[src/rtl/fifo_rd_stage.sv]
// fifo_rd_stage: read-side output stage of the asynchronous FIFO.
// Issues rd_en to the read-pointer handler, captures synchronous-read memory
// data one cycle later and presents it as a first-word-fall-through
// valid/ready stream backed by a 2-entry buffer.
// Optional feature macro: FIFO_RD_STALL_CNT_EN adds the saturating stall_cnt port.
module fifo_rd_stage #(
    parameter int unsigned DATA_WIDTH = 8
) (
    input  logic                  rclk,
    input  logic                  rrstn,
    input  logic                  empty,
    output logic                  rd_en,
    input  logic [DATA_WIDTH-1:0] fifo_rdata,
    output logic [DATA_WIDTH-1:0] dout,
    output logic                  dout_valid,
    input  logic                  dout_ready,
    output logic [1:0]            occupancy
`ifdef FIFO_RD_STALL_CNT_EN
    ,
    output logic [15:0]           stall_cnt
`endif
);

    localparam int unsigned LVL_W   = 3;
    localparam int unsigned STALL_W = 16;

    typedef enum logic [1:0] {
        ST_ZERO = 2'd0,
        ST_ONE  = 2'd1,
        ST_TWO  = 2'd2
    } occ_e;

    occ_e                  state;
    occ_e                  state_nxt;
    logic                  inflight;
    logic                  pop;
    logic                  accept;
    logic [LVL_W-1:0]      level;
    logic [DATA_WIDTH-1:0] entry1;
    logic [DATA_WIDTH-1:0] entry0_nxt;
    logic [DATA_WIDTH-1:0] entry1_nxt;

    assign pop       = dout_valid && dout_ready;
    assign level     = LVL_W'(state) + LVL_W'(inflight);
    assign occupancy = state;

    // Read request: only when data exists and buffer + in-flight stays within 2 after this pop
    always_comb begin
        rd_en = 1'b0;
        if (rrstn && !empty && (level < (LVL_W'(2) + LVL_W'(pop)))) begin
            rd_en = 1'b1;
        end
    end

    assign accept = rd_en && !empty;

    // Occupancy state register
    always_ff @(posedge rclk or negedge rrstn) begin
        if (!rrstn) begin
            state <= ST_ZERO;
        end else begin
            state <= state_nxt;
        end
    end

    // Occupancy next-state from capture (inflight) and pop
    always_comb begin
        state_nxt = state;
        case (state)
            ST_ZERO: begin
                if (inflight) state_nxt = ST_ONE;
            end
            ST_ONE: begin
                if (inflight && !pop)      state_nxt = ST_TWO;
                else if (!inflight && pop) state_nxt = ST_ZERO;
            end
            ST_TWO: begin
                if (pop && !inflight) state_nxt = ST_ONE;
            end
            default: state_nxt = ST_ZERO;
        endcase
    end

    // Buffer next values: shift on pop, captured word into the lowest free entry
    always_comb begin
        entry0_nxt = dout;
        entry1_nxt = entry1;
        case (state)
            ST_ZERO: begin
                if (inflight) entry0_nxt = fifo_rdata;
            end
            ST_ONE: begin
                if (inflight && pop)  entry0_nxt = fifo_rdata;
                if (inflight && !pop) entry1_nxt = fifo_rdata;
            end
            ST_TWO: begin
                if (pop) begin
                    entry0_nxt = entry1;
                    if (inflight) entry1_nxt = fifo_rdata;
                end
            end
            default: begin
                entry0_nxt = dout;
                entry1_nxt = entry1;
            end
        endcase
    end

    // Buffer entries, registered valid and in-flight marker
    always_ff @(posedge rclk or negedge rrstn) begin
        if (!rrstn) begin
            dout       <= '0;
            entry1     <= '0;
            dout_valid <= 1'b0;
            inflight   <= 1'b0;
        end else begin
            dout       <= entry0_nxt;
            entry1     <= entry1_nxt;
            dout_valid <= (state_nxt != ST_ZERO);
            inflight   <= accept;
        end
    end

`ifdef FIFO_RD_STALL_CNT_EN
    // Saturating count of cycles the consumer holds off a valid word
    always_ff @(posedge rclk or negedge rrstn) begin
        if (!rrstn) begin
            stall_cnt <= '0;
        end else if (dout_valid && !dout_ready && (stall_cnt != {STALL_W{1'b1}})) begin
            stall_cnt <= stall_cnt + STALL_W'(1);
        end
    end
`endif

endmodule

[config.mk]
export PLATFORM = sky130hd
export DESIGN_NAME = fifo_rd_stage
export DESIGN_NICKNAME = d
export VERILOG_FILES = /design/src/rtl/fifo_rd_stage.sv
export SDC_FILE = /design/constraint.sdc
export NUM_CORES = 1
export LEC_CHECK = 0
export BUFFER_PORTS_ARGS = -buffer_cell sky130_fd_sc_hd__buf_2
export CAP_MARGIN = 20
export CELL_PAD_IN_SITES_DETAIL_PLACEMENT = 0
export CELL_PAD_IN_SITES_GLOBAL_PLACEMENT = 2
export CORE_MARGIN = 10
export CORE_UTILIZATION = 25
export CTS_BUF_LIST = sky130_fd_sc_hd__clkbuf_16
export DETAILED_ROUTE_END_ITERATION = 7
export PLACE_DENSITY_LB_ADDON = 0.3
export REMOVE_ABC_BUFFERS = 1
export SLEW_MARGIN = 0
export SYNTH_ARGS = -nofsm -noshare
export SYNTH_HDL_FRONTEND = slang
export SYNTH_SLANG_ARGS = --single-unit
[constraint.sdc]
create_clock -name rclk -period 2.8 [get_ports rclk]
set_input_delay 0.14 -clock rclk [delete_from_list [all_inputs] [get_ports rclk]]
set_output_delay 0.14 -clock rclk [all_outputs]
set_load 0.005 [all_outputs]
# --- Word-level counts from Yosys, hierarchy flattened ---
# Cells that the tools add are included.
totals:
  regBits: 20
  out_inout_bits: 12
  wordCells: 44
classes:
  order_cmp: 1
  mux: 13
  add_sub_neg: 2
  n_reduce_logical: 16
  n_eq_ne: 7
ops:
  columns: ["operator", "n"]
  rows:
  - ["$mux 8", 5]
  - ["$pmux 8 s3", 1]
  - ["$pmux 8 s2", 1]
  - ["$ne 2x2->1 const B", 5]
  - ["$mux 2", 4]
  - ["$reduce_and 4->1", 2]
  - ["$logic_and 1x1->1", 7]
  - ["$pmux 2 s3", 1]
  - ["$reduce_bool 2->1", 2]
  - ["$add 2x1->3", 1]
  - ["$add 2x1->3 const A", 1]
  - ["$logic_not 1->1", 3]
  - ["$lt 3x3->1", 1]
  - ["$reduce_bool 3->1", 1]
  - ["$eq 2x1->1 const B", 1]
  - ["$eq 2x2->1 const B", 1]
  - ["$logic_not 2->1", 1]
  - ["$mux 1", 1]

# --- Logic depth before layout (Yosys ltp) ---
# Gate-level depths: netlist of run 1.
logic_depth:
  depth_word: 6
  mapped_depth: 4
  ltp_nobuf: 4

# --- Worst setup path before layout of run 1 ---
# No wires, ideal clock.
synth_timing:
  path_type: "register -> register"
  start: "reg state[0], in the netlist occupancy[0]"
  end: "reg dout[0]"
  path_buffers: 1
  path_stages_with_launch: 5
  arrival_time_ns: 1.382
  required_time_ns: 2.675
  slack_ns: 1.293
  cell_sequence: "dfrtp_1 nand2b_4 buf_2 mux2_2 mux2_2"
synth_via:
  elab_chain_cells: 3
  elab_cells_between_ends: 9
  cone_classes: "5 x eq/ne; 1 x mux; 3 x reduce/logical"
synth_lines:
  columns: ["item", "line", "rtl"]
  rows:
  - ["start: declaration", "33", "occ_e state;"]
  - ["start signal: assignment", "62", "state <= state_nxt;"]
  - ["$eq 2x1->1, or another cell as far along", "88", "case (state)"]
  - ["$ne 2x2->1 (no line) / $reduce_bool 3->1 (equally long branches)", null, null]
  - ["$reduce_and 4->1 (no line)", null, null]
  - ["end signal: assignment", "117", "dout <= entry0_nxt;"]
  - ["end: declaration", "14", "output logic [DATA_WIDTH-1:0] dout,"]
# Several ways; a longest one is shown, not always the timed one.
# A chain may end at the register's enable or synchronous reset.

# --- Worst setup path in the final report of run 1 ---
layout_timing:
  start: "reg state[0], in the netlist occupancy[0]"
  end: "out rd_en"
layout_via:
  elab_chain_cells: 4
layout_lines:
  columns: ["item", "line", "rtl"]
  rows:
  - ["$add 2x1->3", "44", "assign level = LVL_W'(state) + LVL_W'(inflight);"]
  - ["$lt 3x3->1", "50", "if (rrstn && !empty && (level < (LVL_W'(2) + LVL_W'(pop)))) begin"]
  - ["$logic_and 1x1->1", "50", null]
  - ["$mux 1", "50", null]
  - ["end: declaration", "12", "output logic rd_en,"]
# No other way between the ends.

==> summary.md, run 1 <==
| Metric | Value |
|---|---|
| Pre-CTS WS | 1.06 ns |
| Clock transition at path regs | 0.05 ns |
| VDD IR-drop max | 0.264 mV |
| Met1 capacity usage during global routing | 7.08% |
| Hold Fails Final Rpt | 0 |
| Most instantiated cells after synthesis | 20 x dfrtp_1, 16 x mux2_2, 8 x mux2_4 |
| Maxcap violations | 0 |
| Die area | 6950 sq um |
| Total GRT Usage | 5.74% |
| Mapped Area | 1000 sq um |
| Startpoint Class | flop |
| Reg-to-Reg End | entry1[3] |
| DP HPWL | 1.51 mm |
| Total Power | 1310 uW |
| Grt ovf | 0 |
| Sequential fraction of the synthesis area | 49.8% |
| Hold path depth | 2 |
| Core Box Area | 3770 sq um |
| Die width | 83.4 um |
| Max clock buf depth | 2 |
| Final WS setup | 1.09 ns |
| Pleak | 0.000603 uW |
| Number of routed nets with antenna violations | 0 |
| Initial core utilization | 26.6% |
| Clk root buf | clkbuf_16 |
| WP data required | 2.66 ns |
| Wire length of the first global-routing pass | 3.26 mm |
| First-pass DRT Iterations | 2 |
| Die Y | 83.4 um |
| Buffers on Ports | 23 |
| Ys async rst share | 100% |
| Top-count cell post-synth | dfrtp_1 |
| Ys flop type | dfrtp_1 |
| Number of buffers created by CTS | 3 |
| Clock Skew | 0.00446 ns |
| Clock sinks | 20 |
| Via count | 622 |
| CTS tree | yes |
| PD cells | 1040 nW/um^2 |
| Hold EP | entry1[5] |
| Cell taking the most area after synthesis | dfrtp_1 |
| Slew Limit Headroom | 64.7% |
| Proportion of netlist area held by the largest area contributor | 49.8% |
| DR DRC count | 0 |
| Slew @ Worst Pin | 0.529 ns |
| Sum Neg Setup Slack | 0 ns |
| Fin util | 33.2% |
| Worst r2r path cells | 3 |
| Synth warn | 0 |
| I/O pins | 24 |
| Critical path class | reg -> out |
| H-tree depth | 1 |
| Top cells by area, synth | dfrtp_1 50%, mux2_2 18%, mux2_4 12% |
| Post-CTS Resized | 0 |
| Routed len/inst | 13.5 um |
| Share of cells above drive strength 1 | 55.7% |
| Via/cell ratio | 4.29 |
| Status | finished, final reports clean |
| Critical R2R Launch | occupancy[0] |
| N_diodes | 0 |
| Crit Path Max Fanout | 9 |
| Final Max Slew Viols | 0 |
| Hold Startpoint | fifo_rdata[5] |
| GR met3 Demand/Resource | 2.64% |
| Final Critical Period | 1.71 ns |
| Largest net degree at the start of global routing | 23 |
| Netlist cell types | 23 |
| Setup-failing EPs final | 0 |
| FF+latch count, synth | 20 |
| EDFF count, synth | 0 |
| Min-Delay Path Class | in -> reg |
| Antenna violations before repair | 0 |
| RSZ-0062 raised after global routing | false |
| Avg Inst Size Synth | 14.2 sq um |
| DRT Wirelength | 1.96 mm |
| Syn Inst Count | 71 |
| Worst hold slack | 0.135 ns |
| Final Cycle Share | 61.1% |
| CP endpoint kind | output port |
| Fmax | 585 MHz |
| Clock Latency Late Sink | 0.25 ns |
| Nets | 113 |
| Vias in the first global route | 677 |
| Top Usage Layer GRT | met2 |
| GR Layer Usage met2 | 8.17% |
| Initial DRC count | 9 |
| Num rows | 22 |
| GPL Wtd Cong | 0.675 |
| Area growth syn-to-layout | 24.7% |
| Slack of the worst reg-to-reg path | 1.10 ns |
| Worst Path Arrival | 1.57 ns |
==> critical path, stage by stage, from the launching register on <==
cell	delay, ns
dfrtp_1	0.45
ha_1	0.24
ha_1	0.26
o21ai_0	0.08
and3_1	0.17
buf_2	0.12
==> through the flow <==
step           instance area (sq um)  cells
6_report                        1250    145
5_1_grt                         1250    145
4_1_cts                         1250    145
3_5_place_dp                    1160    140
3_3_place_gp                    1160    140
2_1_floorplan                    988     69
==> worst max-delay path by stage <==
| stage | start | endpoint | slack [ns] | cells past startpoint |
|---|---|---|---|---|
| after floorplan | occupancy[0] | entry1[0] | 1.23 | 3 |
| after global placement | occupancy[0] | entry1[3] | 1.13 | 3 |
| after detailed placement | occupancy[0] | entry1[0] | 1.06 | 3 |
| after CTS | occupancy[0] | entry1[3] | 1.06 | 3 |
| after global routing | occupancy[0] | entry1[4] | 0.98 | 3 |
| final | occupancy[0] | rd_en | 1.09 | 5 |
==> sequential cells by signal, indices dropped and copies added, names as in the netlist <==
signal and count:
inflight 1, dout 8, entry1 8, dout_valid 1, occupancy 2
==> kinds of logic after synthesis <==
group | synth area share [%]
AO/OA/AOI/OAI | 6.48
flip-flops | 49.8
adder cells (fa/ha/maj) | 3.74
AND/OR/NAND/NOR | 6.85
multiplexers | 29.9
XOR/XNOR | 0.872
buffers and inverters | 2.36
==> per-layer routing <==
layer,part of all wire [%],wire length [um]
met1,48,947
met2,44,870
met3,6.3,123
met4,0.72,14
met5,0,0
==> final cells by class <==
class	instances	area, sq um
Clock inverter	1	3.75
Inverter	2	7.51
Timing Repair Buffer	24	125
Clock buffer	3	75.1
Sequential cell	20	500
Fill cell	375	2520
Tap cell	48	60.1
Multi-Input combinational cell	47	480
==> report_power, final <==
part / leakage [uW] / internal (uW) / switching (uW)
Combinational: 0.000324 / 310 / 184
Clock: 0.0000385 / 190 / 97.1
Sequential: 0.000240 / 432 / 94.3
Total: 0.000603 / 932 / 375
==> repair_timing <==
action,4_1_cts,5_1_grt
setup buffers,0,0
endpoints found under the hold margin,20,0
hold buffers,1,0
==> layout by cell type (no fill, tap or decap), types with 2 or more instances in the layout <==
| cell type | synthesis | routed |
|---|---|---|
| nor2_1 | 2 | 2 |
| mux2_4 | 8 | 8 |
| nand2b_1 | 2 | 2 |
| and3_1 | 2 | 2 |
| mux2_2 | 16 | 16 |
| or3_1 | 2 | 2 |
| buf_2 | 1 | 23 |
| dfrtp_1 | 20 | 20 |
| o22ai_1 | 2 | 2 |
| ha_1 | 3 | 3 |
| clkbuf_16 | 0 | 3 |
Power figures use the tool's default switching activity.
==> inputs of run 2 (changes only) <==
- clock period: 2.8 -> 1.7 ns (I/O delays scaled with it)
==> summary.md, run 2 (synthesis results as in run 1) <==
| Metric | Value |
|---|---|
| Status | finished, final reports clean (unchanged) |
| Crit Path Max Fanout | 8 (was 9) |
| CP cell instances | nand2b_4 -> o32a_1 -> mux2_4 (was ha_1 -> ha_1 -> o21ai_0 -> and3_1 -> buf_2) |
| N_diodes | 0 (unchanged) |
| Routed len/inst | 14.4 um (was 13.5 um) |
| Slew Limit Headroom | 62.5% (was 64.7%) |
| Worst Path Arrival | 1.73 ns (was 1.57 ns) |
| Pleak | 0.000634 uW (was 0.000603 uW) |
| DP HPWL | 1.67 mm (was 1.51 mm) |
| Via count | 680 (was 622) |
| Clock Skew | 0.00323 ns (was 0.00446 ns) |
| Final Max Slew Viols | 0 (unchanged) |
| Placed Cells | 147 (was 140) |
| Initial core utilization | 26.6% (unchanged) |
| WP data required | 1.84 ns (was 2.66 ns) |
| Grt ovf | 0 (unchanged) |
| Critical path class | reg -> reg (was reg -> out) |
| H-tree depth | 1 (unchanged) |
| Share of cells above drive strength 1 | 61.5% (was 55.7%) |
| Vias in the first global route | 724 (was 677) |
| Clock power frac | 21.6% (was 21.9%) |
| Sequential share of power | 37.9% (was 40.3%) |
| Startpoint Class | flop (unchanged) |
| Setup-failing EPs final | 0 (unchanged) |
| Number of routed nets with antenna violations | 0 (unchanged) |
| Via/cell ratio | 4.47 (was 4.29) |
| Total GRT Usage | 6.28% (was 5.74%) |
| Number of buffers created by CTS | 3 (unchanged) |
| Fmax | 626 MHz |
| Pre-CTS WS | 0.143 ns (was 1.06 ns) |
| Filler Cell Count | 375 (unchanged) |
| Die Y | 83.4 um (unchanged) |
| RSZ-0062 raised after global routing | false (unchanged) |
| Nets | 120 (was 113) |
| Die area | 6950 sq um (unchanged) |
| Clock Latency Late Sink | 0.25 ns (about the same) |
| Clock sinks | 20 (unchanged) |
| DRT Wirelength | 2.20 mm (was 1.96 mm) |
| Net Switching | 665 uW (was 375 uW) |
| CP endpoint kind | flop (was output port) |
| Antenna violations before repair | 0 (unchanged) |
| Sum Neg Setup Slack | 0 ns (unchanged) |
| Total Power | 2260 uW (was 1310 uW) |
| Hold Fails Final Rpt | 0 (unchanged) |
| Clock transition at path regs | 0.06 ns (was 0.05 ns) |
| Critical path's slowest cell | o32a_1 (was dfrtp_1) |
| Clk root buf | clkbuf_16 (unchanged) |
| PD cells | 1730 nW/um^2 (was 1040 nW/um^2) |
| GPL Wtd Cong | 0.688 (was 0.675) |
| Slew @ Worst Pin | 0.561 ns (was 0.529 ns) |
| Largest net degree at the start of global routing | 21 (was 23) |
| Buffers on Ports | 23 (unchanged) |
| Initial DRC count | 33 (was 9) |
| I/O pins | 24 (unchanged) |
| Area growth syn-to-layout | 30.3% (was 24.7%) |
| Num rows | 22 (unchanged) |
| VDD IR-drop max | 0.725 mV (was 0.264 mV) |
| Commonest non-fill, non-tap cells in the layout | 23 x buf_2, 18 x dfrtp_1, 16 x mux2_2 (was 23 x buf_2, 20 x dfrtp_1, 16 x mux2_2) |
| Core Box Area | 3770 sq um (unchanged) |
| DR DRC count | 0 (unchanged) |
| CTS tree | yes (unchanged) |
| Final WS setup | 0.102 ns (was 1.09 ns) |
| Switching Fraction | 29.4% (was 28.7%) |
| Wire length of the first global-routing pass | 3.63 mm (was 3.26 mm) |
| Pint | 1600 uW (was 932 uW) |
| Final Cycle Share | 94.0% |
| Min-Delay Path Class | in -> reg (unchanged) |
| Final non-filler cell total | 152 (was 145) |
| Leading cell type in the layout, fill and taps excluded | buf_2 (unchanged) |
| First-pass DRT Iterations | 2 (unchanged) |
| Maxcap violations | 0 (unchanged) |
| Max clock buf depth | 2 (unchanged) |
| Die width | 83.4 um (unchanged) |
| Worst stage delay on the critical path | 0.49 ns (was 0.45 ns) |
| Combinational Power Share | 40.5% (was 37.8%) |
| Final Critical Period | 1.60 ns |
-- run 2: cell count changes in the layout (fill, tap and decap cells not counted) --
| cell | change |
|---|---|
| buf_4 | +6 |
| dfrtp_1 | -2 |
| clkbuf_2 | +1 |
| o21ai_2 | +1 |
| o21ai_0 | -1 |
| dfrtp_2 | +2 |
-- run 2: power by group through the flow --
stage	Combinational [uW]	Clock, uW	Sequential (uW)
after floorplan	563	0	862
after global placement	919	0	848
after detailed placement	936	0	848
after CTS	905	500	865
after global routing	1010	524	898
final	917	488	858
-- run 2: worst max-delay path, delay by kind of cell (launching register included) --
| kind | cells | cell delay, ns |
|---|---|---|
| mux | 1 | 0.37 |
| compound gates | 1 | 0.49 |
| flops | 1 | 0.44 |
| simple gates | 1 | 0.18 |
-- run 2: area by class of cell --
type / instances / area, sq um / area share [%]
Sequential cell: 20 / 503 / 38.4
Multi-Input combinational cell: 47 / 484 / 37.0
Timing Repair Buffer: 31 / 175 / 13.4
Clock buffer: 3 / 75.1 / 5.74
Tap cell: 48 / 60.1 / 4.59
Inverter: 2 / 7.51 / 0.574
Clock inverter: 1 / 3.75 / 0.287
-- run 2: stage by stage --
| step | utilization, % | hold WS (ns) | cell area (sq um) |
|---|---|---|---|
| floorplan | - | -0.211 | 988 |
| global placement | 32.2 | 0.119 | 1220 |
| detailed placement | 32.2 | 0.126 | 1220 |
| CTS | 34.4 | 0.0725 | 1300 |
| global route | 34.7 | 0.0813 | 1310 |
| finish | 34.7 | 0.0754 | 1310 |
-- run 2: path summary, 6_finish.rpt --
kind	start	end	slack [ns]	cells past startpoint
setup / recovery	occupancy[0]	entry1[5]	0.10	3
hold / removal	fifo_rdata[1]	entry1[1]	0.08	2
setup reg to reg	occupancy[0]	entry1[5]	0.10	3
hold reg to reg	dout[5]	dout[5]	0.50	1
max in group asynchronous	rrstn	occupancy[0]	1.10	3
min in group asynchronous	rrstn	dout[7]	0.37	3
-- run 2: metal layers --
metal  part of all wire, %  wire length, um  global-route usage, %  up-vias
li1                      -                -                      -      323
met1                    48             1060                   7.53      341
met2                    46             1020                   9.92       14
met3                   4.6              102                   2.34        2
met4                  0.46               10                   2.31        0
met5                     0                0                      0        -
-- run 2: repair_timing --
action                                  CTS  global route
endpoints found under the setup margin    1             9
pin swaps                                 1             0
endpoints found under the hold margin    20             0
buffers inserted                          0             1
gates resized for setup                   1             3
hold buffers                              1             0
cloned                                    0             0
==> inputs of run 3 (changes only) <==
- CORE_ASPECT_RATIO: default -> 2
- clock period: 1.7 -> 1.9 ns (I/O delays scaled with it)
==> summary.md, run 3 (synthesis results as in run 1) <==
| Metric | Value |
|---|---|
| Max clock buf depth | 2 (unchanged) |
| Commonest non-fill, non-tap cells in the layout | 23 x buf_2, 20 x dfrtp_1, 16 x mux2_2 (was 23 x buf_2, 18 x dfrtp_1, 16 x mux2_2) |
| Worst Path Arrival | 1.84 ns (was 1.73 ns) |
| Die area | 7110 sq um (was 6950 sq um) |
| Die Y | 110 um (was 83.4 um) |
| PD cells | 1620 nW/um^2 (was 1730 nW/um^2) |
| Clk root buf | clkbuf_16 (unchanged) |
| Die width | 64.8 um (was 83.4 um) |
| Clock transition at path regs | 0.06 ns (about the same) |
| Leading cell type in the layout, fill and taps excluded | buf_2 (unchanged) |
| Area growth syn-to-layout | 29.1% (was 30.3%) |
| Post-CTS Resized | 0 (was 1) |
| DR DRC count | 0 (unchanged) |
| Clock sinks | 20 (unchanged) |
| Final Cycle Share | 89.8% (was 94.0%) |
| Routed len/inst | 14.9 um (was 14.4 um) |
| Via/cell ratio | 4.34 (was 4.47) |
| Reg-to-Reg End | entry1[7] (was entry1[5]) |
| RSZ-0062 raised after global routing | false (unchanged) |
| Critical path class | reg -> reg (unchanged) |
| WP data required | 2.04 ns (was 1.84 ns) |
| Area after DPL | 1180 sq um (was 1220 sq um) |
| I/O pins | 24 (unchanged) |
| Share of cells above drive strength 1 | 57.6% (was 61.5%) |
| Num rows | 32 (was 22) |
| Slew Limit Headroom | 64.8% (was 62.5%) |
| Hold Startpoint | fifo_rdata[4] (was fifo_rdata[1]) |
| Startpoint Class | flop (unchanged) |
| Total GRT Usage | 6.75% (was 6.28%) |
| CTS tree | yes (unchanged) |
| CP endpoint kind | flop (unchanged) |
| Status | finished, final reports clean (unchanged) |
| Placed Cells | 145 (was 147) |
| Number of buffers created by CTS | 3 (unchanged) |
| Critical R2R Launch | occupancy[0] (unchanged) |
| Slack of the worst reg-to-reg path | 0.19 ns (was 0.10 ns) |
| Final Critical Period | 1.71 ns (was 1.60 ns) |
| Clock Skew | 0.00149 ns (was 0.00323 ns) |
| Wire length of the first global-routing pass | 3.77 mm (was 3.63 mm) |
| First-pass DRT Iterations | 3 (was 2) |
| Slew @ Worst Pin | 0.527 ns (was 0.561 ns) |
| Hold path depth | 2 (unchanged) |
| Grt ovf | 0 (unchanged) |
| Largest net degree at the start of global routing | 22 (was 21) |
| # Post-CTS Setup Buffers | 0 (unchanged) |
| Final Cell Area | 1300 sq um (was 1310 sq um) |
| Vias in the first global route | 741 (was 724) |
| Nets | 115 (was 120) |
| Hold Fails Final Rpt | 0 (unchanged) |
| Crit Path Max Fanout | 12 (was 8) |
| Buffers on Ports | 23 (unchanged) |
| Setup-failing EPs final | 0 (unchanged) |
| GPL Wtd Cong | 0.695 (was 0.688) |
| Pleak | 0.000625 uW (was 0.000634 uW) |
| Hold EP | entry1[4] (was entry1[1]) |
| Filler Cell Count | 416 (was 375) |
| DP HPWL | 1.72 mm (was 1.67 mm) |
| Final non-filler cell total | 150 (was 152) |
| VDD IR-drop max | 0.748 mV (was 0.725 mV) |
| H-tree depth | 1 (unchanged) |
| Final Max Slew Viols | 0 (unchanged) |
| Core Box Area | 3880 sq um (was 3770 sq um) |
| Worst r2r path cells | 3 (unchanged) |
| DRT Wirelength | 2.23 mm (was 2.20 mm) |
| Min-Delay Path Class | in -> reg (unchanged) |
| Clock Latency Late Sink | 0.25 ns (about the same) |
| # hold bufs at CTS | 1 (unchanged) |
| Maxcap violations | 0 (unchanged) |
| Initial core utilization | 25.9% (was 26.6%) |
| Antenna violations before repair | 0 (unchanged) |
| Via count | 651 (was 680) |
| Fmax | 586 MHz (was 626 MHz) |
| Fin util | 33.4% (was 34.7%) |
| Crit path from | occupancy[0] (unchanged) |
| Sum Neg Setup Slack | 0 ns (unchanged) |
| N_diodes | 0 (unchanged) |
| Number of routed nets with antenna violations | 0 (unchanged) |
| Initial DRC count | 12 (was 33) |
-- run 3: cell count changes in the layout (fill, tap and decap cells not counted), sizes merged --
| cell | delta |
|---|---|
| bufinv | +1 |
| clkinv | -1 |
| buf | -4 |
| clkbuf | -1 |
-- run 3: cell type report --
| class | instances | area (sq um) | share of cell area [%] |
|---|---|---|---|
| flip-flops and latches | 20 | 500 | 38.6 |
| multi-input cells | 47 | 480 | 37.0 |
| repair buffers | 26 | 140 | 10.8 |
| clock buffers | 3 | 75.1 | 5.79 |
| well taps | 51 | 63.8 | 4.92 |
| clock inverters | 1 | 30.0 | 2.31 |
| inverters | 2 | 7.51 | 0.579 |
-- run 3: stage by stage --
step                      setup slack (ns)  power, uW  hold slack, ns
after detailed placement             0.173       1550           0.106
final                                0.195       2100          0.0908
after global routing                0.0605       2260          0.0962
after floorplan                      0.329       1270          -0.201
after global placement               0.224       1540          0.0976
after CTS                            0.134       2150          0.0917
-- run 3: worst max path at each step --
stage,slack (ns),cells after the start,end
after floorplan,0.33,3,entry1[0]
after global placement,0.22,3,entry1[3]
after detailed placement,0.17,3,entry1[0]
after CTS,0.13,3,entry1[0]
after global routing,0.06,3,entry1[2]
final,0.19,3,entry1[7]
-- run 3: routing by layer --
metal | GRT usage [%] | up-vias | part of all wire [%] | wire [um]
li1 | - | 313 | - | -
met1 | 7.22 | 321 | 40 | 887
met2 | 11.9 | 15 | 54 | 1190
met3 | 2.14 | 2 | 5.4 | 120
met4 | 2.77 | 0 | 1.2 | 27
met5 | 0 | - | 0 | 0
-- run 3: critical path, stage by stage, from the launching register on --
cell and delay [ns]:
dfrtp_1 0.46, nand2b_4 0.27, o32a_1 0.50, mux2_4 0.35
-- run 3: power breakdown --
| group | switching, uW | total, uW | internal, uW | leakage [uW] |
|---|---|---|---|---|
| Sequential | 135 | 771 | 636 | 0.000240 |
| Combinational | 285 | 750 | 465 | 0.000334 |
| Clock | 161 | 579 | 418 | 0.0000511 |
| Total | 581 | 2100 | 1520 | 0.000625 |
